<file path="config.mk">
export PLATFORM = sky130hd
export DESIGN_NAME = rocket_tm_master
export DESIGN_NICKNAME = d
export VERILOG_FILES = /design/src/rtl/rocket_tm_pkg.sv /design/src/rtl/tm_sync.sv /design/src/rtl/rocket_tm_master.sv
export SDC_FILE = /design/constraint.sdc
export NUM_CORES = 1
export LEC_CHECK = 0
export CELL_PAD_IN_SITES_DETAIL_PLACEMENT = 2
export CELL_PAD_IN_SITES_GLOBAL_PLACEMENT = 2
export CORE_MARGIN = 2
export CORE_UTILIZATION = 34
export DETAILED_ROUTE_END_ITERATION = 10
export GPL_ROUTABILITY_DRIVEN = 0
export HOLD_SLACK_MARGIN = 0.15
export PLACE_DENSITY_LB_ADDON = 0.1
export SLEW_MARGIN = 20
export SYNTH_ARGS = -nofsm -noshare
export SYNTH_HDL_FRONTEND = slang
export SYNTH_SLANG_ARGS = --single-unit
</file>
<file path="constraint.sdc">
create_clock -name clk50 -period 1.71 [get_ports clk50]
set_input_delay 0.342 -clock clk50 [delete_from_list [all_inputs] [get_ports clk50]]
set_output_delay 0.342 -clock clk50 [all_outputs]
set_load 0.005 [all_outputs]
</file>
<file path="src/rtl/rocket_tm_pkg.sv">
// Shared definitions for the rocket-side telemetry master: link word/frame sizes
// and the master FSM state encoding.
package rocket_tm_pkg;

    localparam int WORD_BITS_DEF   = 10;
    localparam int CNT_FRAME_WORDS = 53;
    localparam int HK_FRAME_WORDS  = 10;

    typedef enum logic [2:0] {
        IDLE,
        LOAD,
        BIT_LO,
        BIT_HI,
        GAP,
        DONE
    } tm_state_e;

    function automatic int max3(input int a, input int b, input int c);
        int m;
        m = (a > b) ? a : b;
        return (m > c) ? m : c;
    endfunction

endpackage

</file>
<file path="src/rtl/tm_sync.sv">
// Two-flop synchronizer for a single asynchronous input bit; resets to 0.
module tm_sync (
    input  logic clk_i,
    input  logic rst_i,
    input  logic d_i,
    output logic q_o
);

    logic [1:0] sync_q;

    always_ff @(posedge clk_i or posedge rst_i) begin
        if (rst_i) begin
            sync_q <= 2'b00;
        end else begin
            sync_q <= {sync_q[0], d_i};
        end
    end

    assign q_o = sync_q[1];

endmodule

</file>
<file path="src/rtl/rocket_tm_master.sv">
// Telemetry link master: drives gtclk/invload to the instrument shifter and
// assembles the returning serial stream into MSB-first words.
module rocket_tm_master
    import rocket_tm_pkg::*;
#(
    parameter int WORD_BITS   = WORD_BITS_DEF,
    parameter int FRAME_WORDS = CNT_FRAME_WORDS,
    parameter int CLK_DIV     = 25,
    parameter int LOAD_CYCLES = 50,
    parameter int GAP_CYCLES  = 50
) (
    input  logic                           clk50,
    input  logic                           rst,
    input  logic                           start,
    input  logic                           serial_in,
    output logic                           gtclk,
    output logic                           invload,
    output logic [WORD_BITS-1:0]           word_out,
    output logic                           word_valid,
    output logic [$clog2(FRAME_WORDS)-1:0] word_idx,
    output logic                           frame_done,
    output logic                           busy
);

    localparam int IDX_W  = $clog2(FRAME_WORDS);
    localparam int BC_W   = (WORD_BITS > 1) ? $clog2(WORD_BITS) : 1;
    localparam int PH_MAX = max3(CLK_DIV, LOAD_CYCLES, GAP_CYCLES);
    localparam int PH_W   = (PH_MAX > 1) ? $clog2(PH_MAX) : 1;

    localparam logic [PH_W-1:0]  LOAD_LAST = PH_W'(LOAD_CYCLES - 1);
    localparam logic [PH_W-1:0]  DIV_LAST  = PH_W'(CLK_DIV - 1);
    localparam logic [PH_W-1:0]  GAP_LAST  = PH_W'(GAP_CYCLES - 1);
    localparam logic [BC_W-1:0]  BIT_LAST  = BC_W'(WORD_BITS - 1);
    localparam logic [IDX_W-1:0] WORD_LAST = IDX_W'(FRAME_WORDS - 1);

    tm_state_e             state_q;
    logic [PH_W-1:0]       phase_q, phase_d;
    logic                  phase_last;
    logic [BC_W-1:0]       bit_q;
    logic [IDX_W-1:0]      word_cnt_q;
    logic [WORD_BITS-1:0]  shift_q, shift_d;
    logic                  ser_sync;

    logic                  gtclk_q, invload_q, word_valid_q, frame_done_q, busy_q;
    logic [WORD_BITS-1:0]  word_out_q;
    logic [IDX_W-1:0]      word_idx_q;

    tm_sync u_ser_sync (
        .clk_i (clk50),
        .rst_i (rst),
        .d_i   (serial_in),
        .q_o   (ser_sync)
    );

    // Phase counter restarts on every state change and stays parked outside timed states.
    always_comb begin
        phase_last = 1'b0;
        case (state_q)
            LOAD:           phase_last = (phase_q == LOAD_LAST);
            BIT_LO, BIT_HI: phase_last = (phase_q == DIV_LAST);
            GAP:            phase_last = (phase_q == GAP_LAST);
            default:        phase_last = 1'b0;
        endcase
        phase_d = phase_q + 1'b1;
        if (phase_last || state_q == IDLE || state_q == DONE) begin
            phase_d = '0;
        end
        shift_d = {shift_q[WORD_BITS-2:0], ser_sync};
    end

    always_ff @(posedge clk50 or posedge rst) begin
        if (rst) begin
            state_q      <= IDLE;
            phase_q      <= '0;
            bit_q        <= '0;
            word_cnt_q   <= '0;
            shift_q      <= '0;
            gtclk_q      <= 1'b0;
            invload_q    <= 1'b1;
            word_out_q   <= '0;
            word_valid_q <= 1'b0;
            word_idx_q   <= '0;
            frame_done_q <= 1'b0;
            busy_q       <= 1'b0;
        end else begin
            phase_q      <= phase_d;
            word_valid_q <= 1'b0;
            frame_done_q <= 1'b0;
            case (state_q)
                IDLE: begin
                    if (start) begin
                        state_q    <= LOAD;
                        invload_q  <= 1'b0;
                        busy_q     <= 1'b1;
                        word_cnt_q <= '0;
                    end
                end
                LOAD: begin
                    if (phase_last) begin
                        state_q   <= BIT_LO;
                        invload_q <= 1'b1;
                        bit_q     <= '0;
                    end
                end
                BIT_LO: begin
                    if (phase_last) begin
                        state_q <= BIT_HI;
                        gtclk_q <= 1'b1;
                        shift_q <= shift_d;
                    end
                end
                BIT_HI: begin
                    if (phase_last) begin
                        gtclk_q <= 1'b0;
                        bit_q   <= bit_q + 1'b1;
                        if (bit_q == BIT_LAST) begin
                            // Publish during the first GAP cycle; shift_q already holds all bits.
                            state_q      <= GAP;
                            word_out_q   <= shift_q;
                            word_idx_q   <= word_cnt_q;
                            word_valid_q <= 1'b1;
                            frame_done_q <= (word_cnt_q == WORD_LAST);
                        end else begin
                            state_q <= BIT_LO;
                        end
                    end
                end
                GAP: begin
                    if (phase_last) begin
                        if (word_cnt_q == WORD_LAST) begin
                            state_q <= DONE;
                        end else begin
                            word_cnt_q <= word_cnt_q + 1'b1;
                            state_q    <= LOAD;
                            invload_q  <= 1'b0;
                        end
                    end
                end
                DONE: begin
                    state_q <= IDLE;
                    busy_q  <= 1'b0;
                end
                default: begin
                    state_q <= IDLE;
                end
            endcase
        end
    end

    assign gtclk      = gtclk_q;
    assign invload    = invload_q;
    assign word_out   = word_out_q;
    assign word_valid = word_valid_q;
    assign word_idx   = word_idx_q;
    assign frame_done = frame_done_q;
    assign busy       = busy_q;

endmodule

</file>
# Yosys cells after proc, flatten, opt, wreduce, memory -nomap -nowiden
# Index checks and enable logic that the tools add are counted.
[totals] romBits=0 latch_bits=0 ff_bits=52 mem_count=0 inputBits=4 out_inout_bits=21 ramBits=0 wordCells=81
[classes] shifts=0 eq_ne=15 bitwise=0 n_mux=32 n_reduce_logical=18 addsub=3 div=0 multipliers=0 n_lt_le_gt_ge=0
[op_table] operator="$mux 6" n=4
[op_table] operator="$mux 3" n=7
[op_table] operator="$pmux 3 s5" n=1
[op_table] operator="$add 6x1->6 const B" n=2
[op_table] operator="$eq 6x6->1 const B" n=2
[op_table] operator="$mux 1" n=12
[op_table] operator="$ne 2x2->1 const B" n=6
[op_table] operator="$pmux 6 s2" n=1
[op_table] operator="$reduce_and 5->1" n=2
[op_table] operator="$reduce_and 3->1" n=3
[op_table] operator="$mux 4" n=2
[op_table] operator="$pmux 4 s2" n=1
[op_table] operator="$reduce_bool 2->1" n=4
[op_table] operator="$eq 3x2->1 const B" n=2
[op_table] operator="$eq 3x3->1 const B" n=2
[op_table] operator="$eq 6x5->1 const B" n=1
[op_table] operator="$pmux 1 s2" n=3
[op_table] operator="$add 4x1->4 const B" n=1
[op_table] operator="$eq 4x4->1 const B" n=1
[op_table] operator="$reduce_and 2->1" n=2
[op_table] operator="$reduce_and 4->1" n=1
[op_table] operator="$reduce_or 2->1" n=2
[op_table] operator="$eq 3x1->1 const B" n=1
[op_table] operator="$logic_not 3->1" n=1
[op_table] operator="other kinds (3)" n=4

# Longest topological paths before layout
[logic_depth] depth_word=6 mapped_depth=6 ltp_nobuf=5

# Cells and area by module
# From an unflattened synthesis, not the netlist that was laid out.
[unflattened] cells_unflattened=194 area_unflattened_um2=2373.5
[by_module_without_submodules] mod="rocket_tm_master" instances=1 seq_area_each_um2=1252.5 area_each_um2=2319.7 cells_per_inst=191
[by_module_without_submodules] mod="tm_sync" instances=1 seq_area_each_um2=50.0 area_each_um2=53.8 cells_per_inst=3

# Worst setup path after synthesis
# OpenSTA, ideal clock, no wires.
[synth_timing] path_type="register -> register" from="register phase_q[2]" to="register word_idx_q[0], in the netlist word_idx[0]" arrival_ns=1.739 t_required_ns=1.585 setup_time_ns=0.125 period_less_slack_ns=1.864 path_buffers=1 path_stages_with_launch=6 path_slack_ns=-0.154 path_cell_list="dfrtp_1 > nor3b_4 > nand4_2 > nor2_4 > buf_6 > mux2_2"
[synth_via] elab_chain_len=3 word_cells_on_any_way=4 classes_between="eq/ne (2); mux (1); reduce/logical (1)"
[synth_lines] element="from (decl)" line_no="rocket_tm_master.sv:37" source="logic [PH_W-1:0] phase_q, phase_d;"
[synth_lines] element="from (signal assigned)" line_no="rocket_tm_master.sv:86" source="phase_q <= phase_d;"
[synth_lines] element="$eq 6x6->1 or $eq 6x5->1 (tied branches)" line_no="rocket_tm_master.sv:59, rocket_tm_master.sv:61, rocket_tm_master.sv:60"
[synth_lines] element="$pmux 1 s2 (*)" line_no="rocket_tm_master.sv:58" source="case (state_q)"
[synth_lines] element="$reduce_and 3->1 (no source line) (*)"
[synth_lines] element="to (signal assigned)" line_no="rocket_tm_master.sv:120" source="word_idx_q <= word_cnt_q;"
[synth_lines] element="to (decl)" line_no="rocket_tm_master.sv:46" source="logic [IDX_W-1:0] word_idx_q;"
# Mark *: on every way between the ends. The rest lies on a longest branch, timed or not.
# A chain may end at the register's enable or synchronous reset.

# Worst setup path after layout
[layout_timing] from="register phase_q[1]" to="register word_cnt_q[2]"
[layout_via] elab_chain_len=4 word_cells_on_any_way=5 classes_between="eq/ne (3); mux (1); reduce/logical (1)"
[layout_lines] element="$eq 6x6->1 or $eq 6x5->1 (tied branches)" line_no="rocket_tm_master.sv:59, rocket_tm_master.sv:61, rocket_tm_master.sv:60"
[layout_lines] element="$pmux 1 s2 (*)" line_no="rocket_tm_master.sv:58"
[layout_lines] element="$ne 2x2->1 (no source line) (*)"
[layout_lines] element="$reduce_and 4->1 (no source line) (*)"
[layout_lines] element="to (signal assigned)" line_no="rocket_tm_master.sv:133" source="word_cnt_q <= word_cnt_q + 1'b1;"
[layout_lines] element="to (decl)" line_no="rocket_tm_master.sv:40" source="logic [IDX_W-1:0] word_cnt_q;"
# Marked as above.

==> results_tabular.tex <==
\begin{tabular}{lr}
\hline
Metric & Value \\
\hline
\multicolumn{2}{l}{\textbf{Status}} \\
Outcome & finished with violations \\
Failing checks & negative setup slack \\
\multicolumn{2}{l}{\textbf{Setup path}} \\
Crit path capture type & register \\
Worst path arrival time & around 1900 ps \\
Data required, critical path & between 1500 and 2000 ps \\
Startpoint-to-endpoint class of the critical path & reg2reg \\
Worst setup path start & phase\_q[1]\$\_DFF\_PP0\_ \\
Reg2Reg Setup Slack & -50 ps \\
Crit path launch type & register \\
Largest fanout of any net on the critical path & 5 \\
Beginning of the worst register-to-register path & phase\_q[1]\$\_DFF\_PP0\_ \\
\multicolumn{2}{l}{\textbf{Global routing}} \\
Antenna violations before repair & 0 \\
Total routing usage reported by global routing & 18.33\% \\
Wire length of the first global-routing pass & around 11000 um \\
Overflow after GRT & 0 \\
Number of global-route vias before repair & 2038 \\
Largest net degree at the start of global routing & 53 \\
\multicolumn{2}{l}{\textbf{Pwr}} \\
Leak Pwr & about 0.0015 uW \\
Max IR drop VDD & $\sim$0.48 mV \\
Power density of the placed cells & between 1000 and 1500 nW/um\^{}2 \\
\multicolumn{2}{l}{\textbf{Finish}} \\
Most frequent standard cell in the layout excluding fill and tap cells & sky130\_fd\_sc\_hd\_\_dfrtp\_1 \\
Net count, final & 269 \\
Fraction of layout instances using a drive strength above 1 & about a third \\
Sequential cell area & around 1300 um\^{}2 \\
Final core area utilization & roughly half \\
N\_diodes & 0 \\
Commonest non-fill, non-tap cells in the layout & sky130\_fd\_sc\_hd\_\_dfrtp\_1, sky130\_fd\_sc\_hd\_\_buf\_4, sky130\_fd\_sc\_hd\_\_clkdlybuf4s50\_1 \\
Area Overhead vs Synth & 38.41\% \\
Area of the multi-input gates & 1149 um\^{}2 \\
Non-filler cells, final & about 360 \\
Fill cell count & 666 \\
\multicolumn{2}{l}{\textbf{Floorplanning}} \\
Starting Density & 35.29\% \\
Die extent in y & about 88 um \\
Boundary pin count & 25 \\
Die Wd & between 80 and 90 um \\
Core area & between 6000 and 7000 um\^{}2 \\
Cell Rows & 30 \\
Die area & a little under 8000 um\^{}2 \\
\multicolumn{2}{l}{\textbf{CTS}} \\
Total clock buffers created by CTS & 5 \\
Post-CTS Hold Buffers & 0 \\
TritonCTS clock tree & done \\
Worst-skew pair later-pin latency & $\sim$300 ps \\
CTS root buffer & sky130\_fd\_sc\_hd\_\_clkbuf\_8 \\
Buffers from clock root to sink, at most & 2 \\
Clock sink total & 52 \\
Number of H-tree levels & 2 \\
Clock edge transition at the registers on the reported setup and hold paths & 90 ps \\
\multicolumn{2}{l}{\textbf{Timing}} \\
Final Slew Violations & 0 \\
Share of the cycle needed by the critical path after routing & 102.7\% \\
Minimum clock period & 1757 ps \\
Final worst setup slack & -46.92 ps \\
Measured slew at the worst slew-check pin & 352.5 ps \\
Headroom to the max-slew limit & around three quarters \\
Setup-violating endpoint count in the final report & 13 \\
RSZ-0062 raised after global routing & true \\
Worst clock skew & between 7 and 8 ps \\
Top achievable clock speed & $\sim$570 MHz \\
Total negative slack for setup checks & -202.5 ps \\
Final hold violations & 0 \\
\multicolumn{2}{l}{\textbf{Worst hold path}} \\
Critical hold path startpoint & u\_ser\_sync.sync\_q[0]\$\_DFF\_PP0\_ \\
Worst Hold Class & reg2reg \\
\multicolumn{2}{l}{\textbf{Detailed routing}} \\
Iter 0 DRT Violations & about 50 \\
Residual DRC count & 0 \\
Router iterations before antenna repair & 4 \\
Via count of the routed design & roughly 1800 \\
WL per Instance & approximately 18 um \\
Via density per instance & roughly 5.0 \\
Total length of routed wires & roughly 6400 um \\
Count of nets left with antenna violations after detail routing & 0 \\
\multicolumn{2}{l}{\textbf{Yosys}} \\
Share of the synthesized area in the top cell type & 53.24\% \\
Fraction of registers with async set/reset & 100.0\% \\
Biggest area consumer among synthesized cells & sky130\_fd\_sc\_hd\_\_dfrtp\_1 \\
Largest cells by area after synthesis & sky130\_fd\_sc\_hd\_\_dfrtp\_1, sky130\_fd\_sc\_hd\_\_mux2\_2, sky130\_fd\_sc\_hd\_\_mux2\_4, sky130\_fd\_sc\_hd\_\_ha\_1, sky130\_fd\_sc\_hd\_\_nand3\_1 \\
Ys flop type & sky130\_fd\_sc\_hd\_\_dfrtp\_1 \\
Synthesized cell area & about 2400 um\^{}2 \\
Cell count after synthesis & 195 \\
Portion of the post-synthesis area used by sequential elements & 54.33\% \\
Number of flip-flops and latches in the synthesized netlist & 52 \\
Syn\_nets & roughly 200 \\
Number of enable-type register cells in the synthesized netlist & 0 \\
Mapped Avg Cell Area & about 12 um\^{}2 \\
Synth Warn \# & 0 \\
Number of unique standard cell types used by synthesis & between 40 and 50 \\
\multicolumn{2}{l}{\textbf{Placement}} \\
Port-buffer cells & 24 \\
Detailed Place HPWL & 4598 um \\
Placed instance count & between 300 and 400 \\
\multicolumn{2}{l}{\textbf{Job}} \\
Maximum capacitance violations & 0 \\
\hline
\end{tabular}
## flip-flops by register name, summed over array words and instances, names as in the netlist
signal	count
shift_q	10
word_out	10
phase_q	6
word_cnt_q	6
word_idx	6
bit_q	4
state_q	3
u_ser_sync.sync_q	2
busy	1
frame_done	1
gtclk	1
invload	1
word_valid	1
## worst paths after layout
check | end | cells after the start
min in group asynchronous | state_q[2]$_DFFE_PP0P_ | 3
worst max-delay path | word_cnt_q[2]$_DFFE_PP0P_ | 6
max in group asynchronous | invload$_DFFE_PP1P_ | 3
worst min register to register | u_ser_sync.sync_q[1]$_DFF_PP0_ | 0
worst max register to register | word_cnt_q[2]$_DFFE_PP0P_ | 6
worst min-delay path | u_ser_sync.sync_q[1]$_DFF_PP0_ | 0
## per-layer routing
| layer | up-vias | track usage [%] | share of wire (%) |
|---|---|---|---|
| met5 | - | 0 | 0 |
| met4 | 0 | 4.196 | 0.46 |
| met3 | 2 | 3.582 | 2.6 |
| met2 | 25 | 31.27 | 52 |
| met1 | 938 | 24.11 | 45 |
| li1 | 827 | - | - |
## cells by family after synthesis
family | Yosys count | share of synthesized area, %
compound gates | 25 | 7.256
xor+xnor | 5 | 1.827
fa+ha+maj | 5 | 2.610
buf+inv | 15 | 3.079
flops | 52 | 54.33
mux | 30 | 15.29
simple gates | 63 | 15.61
## cell usage after synthesis, types with 2 or more instances
master                      n
sky130_fd_sc_hd__a21oi_1    3
sky130_fd_sc_hd__a311oi_1   2
sky130_fd_sc_hd__a31oi_1    3
sky130_fd_sc_hd__and3_1     2
sky130_fd_sc_hd__buf_2      2
sky130_fd_sc_hd__buf_6      2
sky130_fd_sc_hd__clkbuf_1   2
sky130_fd_sc_hd__dfrtp_1   51
sky130_fd_sc_hd__ha_1       5
sky130_fd_sc_hd__inv_1      9
sky130_fd_sc_hd__mux2_2    17
sky130_fd_sc_hd__mux2_4     9
sky130_fd_sc_hd__mux2i_1    4
sky130_fd_sc_hd__nand2_1   11
sky130_fd_sc_hd__nand3_1   12
sky130_fd_sc_hd__nand4_1    2
sky130_fd_sc_hd__nor2_1    13
sky130_fd_sc_hd__nor2b_1    3
sky130_fd_sc_hd__nor3_1     5
sky130_fd_sc_hd__nor3b_4    2
sky130_fd_sc_hd__nor4_1     3
sky130_fd_sc_hd__o21ai_0    5
sky130_fd_sc_hd__o311ai_0   2
sky130_fd_sc_hd__or4_1      2
sky130_fd_sc_hd__xnor2_1    3
sky130_fd_sc_hd__xor2_1     2
## final cells by class
class	instances	share of cell area [%]
inverter	9	1.131
multi-input combinational	129	34.62
clock inverter	2	1.810
timing repair buffer	63	17.50
sequential	52	39.25
tap	96	3.620
clock buffer	5	2.074
## power by group
part           switching, uW  internal [uW]
Sequential               148           1390
Combinational            641            591
Clock                    405            576
Total                   1190           2560
## metrics by stage
step	total power, uW	hold slack (ps)	worst slack (ps)	cell area (um^2)
floorplan	2100	331.2	-148.5	2432
global placement	2603	331.9	-53.19	3038
detailed placement	2690	349.8	-106.0	3038
CTS	3768	371.4	-19.75	3264
global route	3991	384.5	-169.6	3318
finish	3751	366.2	-46.92	3318
## what timing repair did
| item | in CTS | in global routing |
|---|---|---|
| gates cloned | 1 | 0 |
| resized for setup | 12 | 12 |
| buffers inserted | 6 | 0 |
| setup endpoints to repair | 32 | 38 |
| pin swaps | 2 | 1 |
## worst max-delay path, stage by stage, from the launching register on
cell and delay [ps]:
sky130_fd_sc_hd__dfrtp_1 420, sky130_fd_sc_hd__nor3b_4 210, sky130_fd_sc_hd__buf_4 150, sky130_fd_sc_hd__nand2_1 140, sky130_fd_sc_hd__buf_4 200, sky130_fd_sc_hd__o311ai_1 350
sky130_fd_sc_hd__nand3_1 140
Power figures use the tool's default switching activity.
